## config.mk

```make
export PLATFORM = sky130hd
export DESIGN_NAME = retire_rat
export DESIGN_NICKNAME = d
export VERILOG_FILES = /design/src/rtl/retire_rat.sv
export SDC_FILE = /design/constraint.sdc
export NUM_CORES = 1
export LEC_CHECK = 0
export ABC_AREA = 1
export CORE_ASPECT_RATIO = 0.6
export CORE_UTILIZATION = 30
export DETAILED_ROUTE_END_ITERATION = 10
export PLACE_DENSITY_LB_ADDON = 0.12
export SLEW_MARGIN = 40
export SYNTH_ARGS = -nofsm -noshare
export SYNTH_HDL_FRONTEND = slang
export SYNTH_SLANG_ARGS = --single-unit
```

## constraint.sdc

```tcl
create_clock -name clock -period 3.4 [get_ports clock]
set_input_delay 0.68 -clock clock [delete_from_list [all_inputs] [get_ports clock]]
set_output_delay 0.68 -clock clock [all_outputs]
set_load 0.03 [all_outputs]
```

## src/rtl/retire_rat.sv

```systemverilog
// Retirement RAT: committed ARN->PRN map, per-way free of the displaced PRN, recovery pulse on nuke.
// Latency: one cycle from commit to arch_map/free_*/recover_valid; all outputs registered.
// No backpressure: every commit is absorbed each cycle. Optional RRAT_X0_FILTER_EN pins ARN 0 to PRN 0.
`ifndef WAYS
`define WAYS 3
`endif
`ifndef REGS
`define REGS 32
`endif
`ifndef PRF
`define PRF 64
`endif

module retire_rat (
  input  logic                                 clock,
  input  logic                                 reset,
  input  logic [`WAYS-1:0]                     commit_valid,
  input  logic [`WAYS-1:0][4:0]                commit_ARN,
  input  logic [`WAYS-1:0][$clog2(`PRF)-1:0]   commit_PRN,
  input  logic                                 proc_nuke,
  output logic [`WAYS-1:0][$clog2(`PRF)-1:0]   free_PRN,
  output logic [`WAYS-1:0]                     free_valid,
  output logic [`REGS-1:0][$clog2(`PRF)-1:0]   arch_map,
  output logic                                 recover_valid
);

  localparam int PW = $clog2(`PRF);

  logic [`REGS-1:0][PW-1:0] map_n;
  logic [`WAYS-1:0][PW-1:0] free_n;

  // Walking ways in order makes each way see the PRN left by the latest
  // earlier way with the same ARN, which naturally forms same-group chains.
  always_comb begin
    map_n  = arch_map;
    free_n = '0;
    for (int j = 0; j < `WAYS; j++) begin
      if (commit_valid[j]) begin
`ifdef RRAT_X0_FILTER_EN
        if (commit_ARN[j] == 5'd0) begin
          free_n[j] = commit_PRN[j];
        end else begin
          free_n[j]               = map_n[commit_ARN[j]];
          map_n[commit_ARN[j]]    = commit_PRN[j];
        end
`else
        free_n[j]            = map_n[commit_ARN[j]];
        map_n[commit_ARN[j]] = commit_PRN[j];
`endif
      end
    end
  end

  always_ff @(posedge clock) begin
    if (reset) begin
      for (int i = 0; i < `REGS; i++) begin
        arch_map[i] <= PW'(i);
      end
      free_PRN      <= '0;
      free_valid    <= '0;
      recover_valid <= 1'b0;
    end else begin
      arch_map      <= map_n;
      free_PRN      <= free_n;
      free_valid    <= commit_valid;
      recover_valid <= proc_nuke;
    end
  end

endmodule

```

Yosys cells after proc, flatten, opt, wreduce, memory -nomap -nowiden
Index checks and enable logic that the tools add are counted.
{"block": "word_totals", "register_bits": 214, "latchBits": 0, "ram_bits": 0, "mem_bits_ro": 0, "in_bits": 39, "output_inout_bits": 214, "word_cells": 70, "n_memories": 0}
{"block": "op_classes", "n_addsub": 0, "mul": 0, "div_mod_pow": 0, "magnitude_cmp": 6, "n_eq_ne": 0, "n_shift": 0, "n_mux": 18, "n_bitwise": 3, "reduce_logical": 6}
{"cell": "$bwmux W192", "n": 3}
{"cell": "$mux W192", "n": 3}
{"cell": "$bmux W6 S5", "n": 3}
{"cell": "$demux W6 S5", "n": 3}
{"cell": "$mux W6", "n": 6}
{"cell": "$lt A5 B6 Y1 const B", "n": 3}
{"cell": "$ge A5 B1 Y1 const B", "n": 3}
{"cell": "$reduce_or A2 Y1", "n": 3}
{"cell": "$logic_and A1 B1 Y1", "n": 3}
{"cell": "$not A1 Y1", "n": 3}

Depth between registers and ports, before layout
{"block": "depth", "depth_word": 10, "depth_mapped": 16}

Worst setup path before layout
Ideal clock, no wire load.
{"block": "synth_path", "path_type": "in2reg", "start": "input port commit_ARN[4] in the netlist's numbering", "end": "register free_PRN[13] in the netlist's numbering", "arrival_time_ps": 2075, "required_ps": 3280, "setup_slack_ps": 1205, "cell_stages": 12, "n_path_buf": 2, "cell_sequence": "buf_2 -> nor2_1 -> nand2_1 -> clkbuf_1 -> o21ai_0 -> nand3_1 -> nand3_1 -> nand2_1 -> o21ai_1 -> nand2_1 -> nor2_1 -> a21oi_1"}
{"block": "synth_via", "elab_chain_cells": 10, "elab_cells_between_ends": 11, "cone_classes": "order compare (2); mux (8); reduce/logical (1)"}
{"element": "from (decl)", "line_no": "18", "text": "input logic [`WAYS-1:0][4:0] commit_ARN,"}
{"element": "$lt A5 B6 Y1 (implied by the code) or $ge A5 B1 Y1 (tied branches)", "line_no": "48", "text": "map_n[commit_ARN[j]] = commit_PRN[j];"}
{"element": "$logic_and A1 B1 Y1 (implied by the code)", "line_no": "48"}
{"element": "$mux W6 (implied by the code)", "line_no": "48"}
{"element": "$demux W6 S5 *", "line_no": "48"}
{"element": "$bwmux W192 *", "line_no": "48"}
{"element": "$mux W192 *", "line_no": "38", "text": "if (commit_valid[j]) begin"}
{"element": "$bwmux W192", "line_no": "48"}
{"element": "$mux W192 *", "line_no": "38"}
{"element": "$bmux W6 S5 *", "line_no": "47", "text": "free_n[j] = map_n[commit_ARN[j]];"}
{"element": "$mux W6 (implied by the code) *", "line_no": "47"}
{"element": "to (signal assigned)", "line_no": "64", "text": "free_PRN <= free_n;"}
{"element": "to (decl)", "line_no": "21", "text": "output logic [`WAYS-1:0][$clog2(`PRF)-1:0] free_PRN,"}
Every way passes the cells marked *; elsewhere a longest branch is shown, timed or not. The select of a mux whose other input is x is not followed.
A chain may end at the register's enable or synchronous reset.

Worst setup path in the final report
{"block": "layout_path", "start": "input port commit_ARN[6] in the netlist's numbering", "end": "register free_PRN[17] in the netlist's numbering"}
{"block": "layout_via", "elab_chain_cells": 8, "elab_cells_between_ends": 9, "cone_classes": "order compare (2); mux (6); reduce/logical (1)"}
{"element": "$lt A5 B6 Y1 (implied by the code) or $ge A5 B1 Y1 (tied branches)", "line_no": "48"}
{"element": "$logic_and A1 B1 Y1 (implied by the code)", "line_no": "48"}
{"element": "$mux W6 (implied by the code)", "line_no": "48"}
{"element": "$demux W6 S5 *", "line_no": "48"}
{"element": "$bwmux W192 *", "line_no": "48"}
{"element": "$mux W192 *", "line_no": "38"}
{"element": "$bmux W6 S5 *", "line_no": "47"}
{"element": "$mux W6 (implied by the code) *", "line_no": "47"}
Marked as above.

==> results.yml <==
drt:
  drt_iter0_markers: 4603
  vias_per_cell: 5.88
  ant_nets: 0
  routed_wl_mm: 131
  first_pass_iters: 7
  via_count: 26792
  wire_per_inst_um: 28.7
  drc_errors: 0
clocking:
  root_buffer: "clkbuf_16"
  cts_max_level: 1
  cts_made_buffers: 25
  cts_tree: "built"
  post-cts-setup-buffer-count: 0
  post_cts_resized: 0
  clk_path_buf_depth: 3
  path_clk_slew_ns: 0.07
  hold_buffers: 0
  cts_sinks: 214
  clock_latency_ns: 0.62
critical_path:
  worstSetupStartpointType: "input port"
  slowest_delay_ns: 0.67
  reg2reg_from: "arch_map[30]"
  worstPathMaxFanout: 6
  worst-setup-path-type: "in2reg"
  crit_chain: "clkdlybuf4s50_1 > nor2_4 > nand2_1 > buf_4 > nor2_1 > buf_4 > inv_1 > buf_4 > nand3_1 > nand3_1 > nand2_1 > o21ai_0 > nand2_1 > nor2_1 > buf_4 > a21oi_1"
  r2r_cells: 9
  r2r-end: "free_PRN[6]"
  cp_top_family: "buffers and inverters"
  r2r_slack_ns: 1.38
  critPathMostFrequentCell: "buf_4"
  cp-end-kind: "flip-flop"
  path_buf_inv: 6
  arrival_ns: 3.69
  cp_data_required_time_ns: 3.88
  cp_slowest_cell: "clkdlybuf4s50_1"
synth:
  yosysUniqueCellTypes: 33
  synthCells: 3212
  synth-edff-count: 0
  synth_fp_nets: 3251
  ys_warn_count: 0
  synth_top_area_share: 0.260
  synth_area_leaders: "nand2_1 26%, dfxtp_1 24%, nand3_1 16%, o211ai_1 5.8%, inv_1 4.8%"
  yosys.area.top_type: "nand2_1"
  synthArstFlopShare: 0
  yosysSeqAreaShare: 0.240
  ys_ff_latch: 214
  synth_area_mm2: 0.0179
  ys.flop_type: "dfxtp_1"
  netlist_top_cells_count: "1240 x nand2_1, 576 x nand3_1, 229 x inv_1"
  syn-mean-instance-area_um2: 5.56
  synth_most_common_cell: "nand2_1"
timing:
  rsz0062_at_grt: "false"
  period_minus_slack_ns: 3.21
  setup_viol_count_final: 0
  report.final.slew_viol_count: 0
  fin_ws_ns: 0.195
  skew_ns: 0.0241
  timing.fmax_ghz: 0.312
  maxSlewHeadroom: 0.467
  tightest_slew_ns: 0.799
  final-hold-violation-count: 0
  min_period_over_period: 0.943
worst_hold_path:
  min_path_cells: 3
  hold_class: "in2reg"
  hp-start: "proc_nuke"
  min_to: "recover_valid"
floorplan:
  die_w_um: 317
  coreArea_mm2: 0.0582
  die_h_um: 191
  io_pins: 253
  initial_core_util: 0.307
  fp.dieArea_mm2: 0.0606
  rows: 68
power:
  pwr_density_cell_mw_per_mm2: 307
  p_int_mw: 4.87
  p_clk_frac: 0.376
  finalPower_mw: 7.79
  p_seq_frac: 0.348
  combPwrFrac: 0.276
  p_leak_nw: 12.9
  swShare: 0.375
  ir_drop_v: 0.000277
  switching_power_mw: 2.92
placed_design:
  dp_hpwl_mm: 97.4
  place_ws_ns: -0.294
  routabilityCongestion: 1.07
  dp_cells: 4505
  port_buffers: 252
grt:
  grt_pass1_vias: 23597
  grt_overflow: 0
  grt_util_all_layers: 0.419
  grt_pass1_wl_mm: 179
  antenna_found_initial: 7
  grt_start_max_net_pins: 61
layout:
  layout.nets: 3801
  utilization: 0.436
  drive_above_1_share: 0.146
  area_delta_synth_final_pct: 41.9
  finalNonFillerCells: 4557
status:
  status: "complete, no violations"
job:
  cap_violations: 0
## worst max-delay path by stage
stage / from / to / slack, ns / depth (start not counted)
2_1_floorplan: commit_ARN[4] / free_PRN[13] / 1.20 / 12
3_3_place_gp: commit_ARN[2] / free_PRN[10] / -0.31 / 14
3_5_place_dp: commit_ARN[4] / free_PRN[10] / -0.29 / 14
4_1_cts: commit_ARN[4] / free_PRN[10] / 0.33 / 14
5_1_grt: commit_ARN[6] / free_PRN[17] / 0.22 / 16
6_report: commit_ARN[6] / free_PRN[17] / 0.19 / 16
## worst min-delay path, cell delays in order
cell and delay [ns]:
clkdlybuf4s50_1 0.39, inv_1 0.05, nor2_1 0.03
## logic make-up after synthesis
family                 count (synthesis)  share of synthesized area
flip-flops                           214                      0.240
buffers and inverters                427                     0.0908
AO/OA/AOI/OAI                        498                      0.169
AND/OR/NAND/NOR                     2073                      0.500
## sequential cells by signal (all words and copies together) (netlist names)
register,flops
free_valid,3
free_PRN,18
recover_valid,1
arch_map,192
## cells in the final DEF (no fill, tap or decap), drive strengths merged
cell / netlist / final
or2: 1 / 1
clkinvlp: 0 / 2
a21oi: 86 / 86
o211ai: 139 / 139
dfxtp: 214 / 214
nor2: 124 / 124
nand2: 1242 / 1242
a31oi: 32 / 32
a22o: 4 / 4
clkdlybuf4s50: 0 / 249
a21o: 2 / 2
nand3: 582 / 582
o21a: 1 / 1
clkbuf: 152 / 30
o21ai: 190 / 190
nor3: 13 / 13
a221oi: 6 / 6
diode: 0 / 6
nand4: 13 / 13
inv: 249 / 250
nor4: 5 / 5
clkinv: 2 / 13
bufinv: 0 / 2
nand3b: 7 / 7
a22oi: 38 / 38
buf: 24 / 450
and2: 86 / 86
## per-layer routing
metal  vias to the layer above  wire, µm  GRT usage
met2                      2064     49300      0.566
met1                     12633     57800      0.629
li1                      11826         -          -
met3                       269     19200      0.117
met5                         -         0          0
met4                         0      4290      0.117
## power groups by stage
stage | Sequential (mW) | Clock [mW] | Combinational [mW]
after floorplan | 2.86 | 0 | 0.792
after global placement | 2.76 | 0 | 2.05
after detailed placement | 2.76 | 0 | 2.05
after CTS | 2.70 | 2.97 | 2.06
after global routing | 2.71 | 3.07 | 2.21
final | 2.71 | 2.93 | 2.15
## stage by stage
step	hold WS [ns]	instance area, µm²	TNS (ns)
detailed placement	0.702	24500	-1.23
finish	0.582	25400	0
floorplan	0.748	17900	0
global placement	0.704	24500	-1.18
global route	0.600	25400	0
CTS	0.557	25400	0
## cell type report
| type | instances | area, µm² |
|---|---|---|
| diodes | 6 | 15.0 |
| clock buffers | 30 | 684 |
| clock inverters | 16 | 153 |
| fillers | 6353 | 32800 |
| inverters | 251 | 945 |
| multi-input cells | 2571 | 12000 |
| flip-flops and latches | 214 | 4280 |
| well taps | 770 | 963 |
| repair buffers | 699 | 6330 |
No activity file was read; power rests on OpenSTA's default activity.
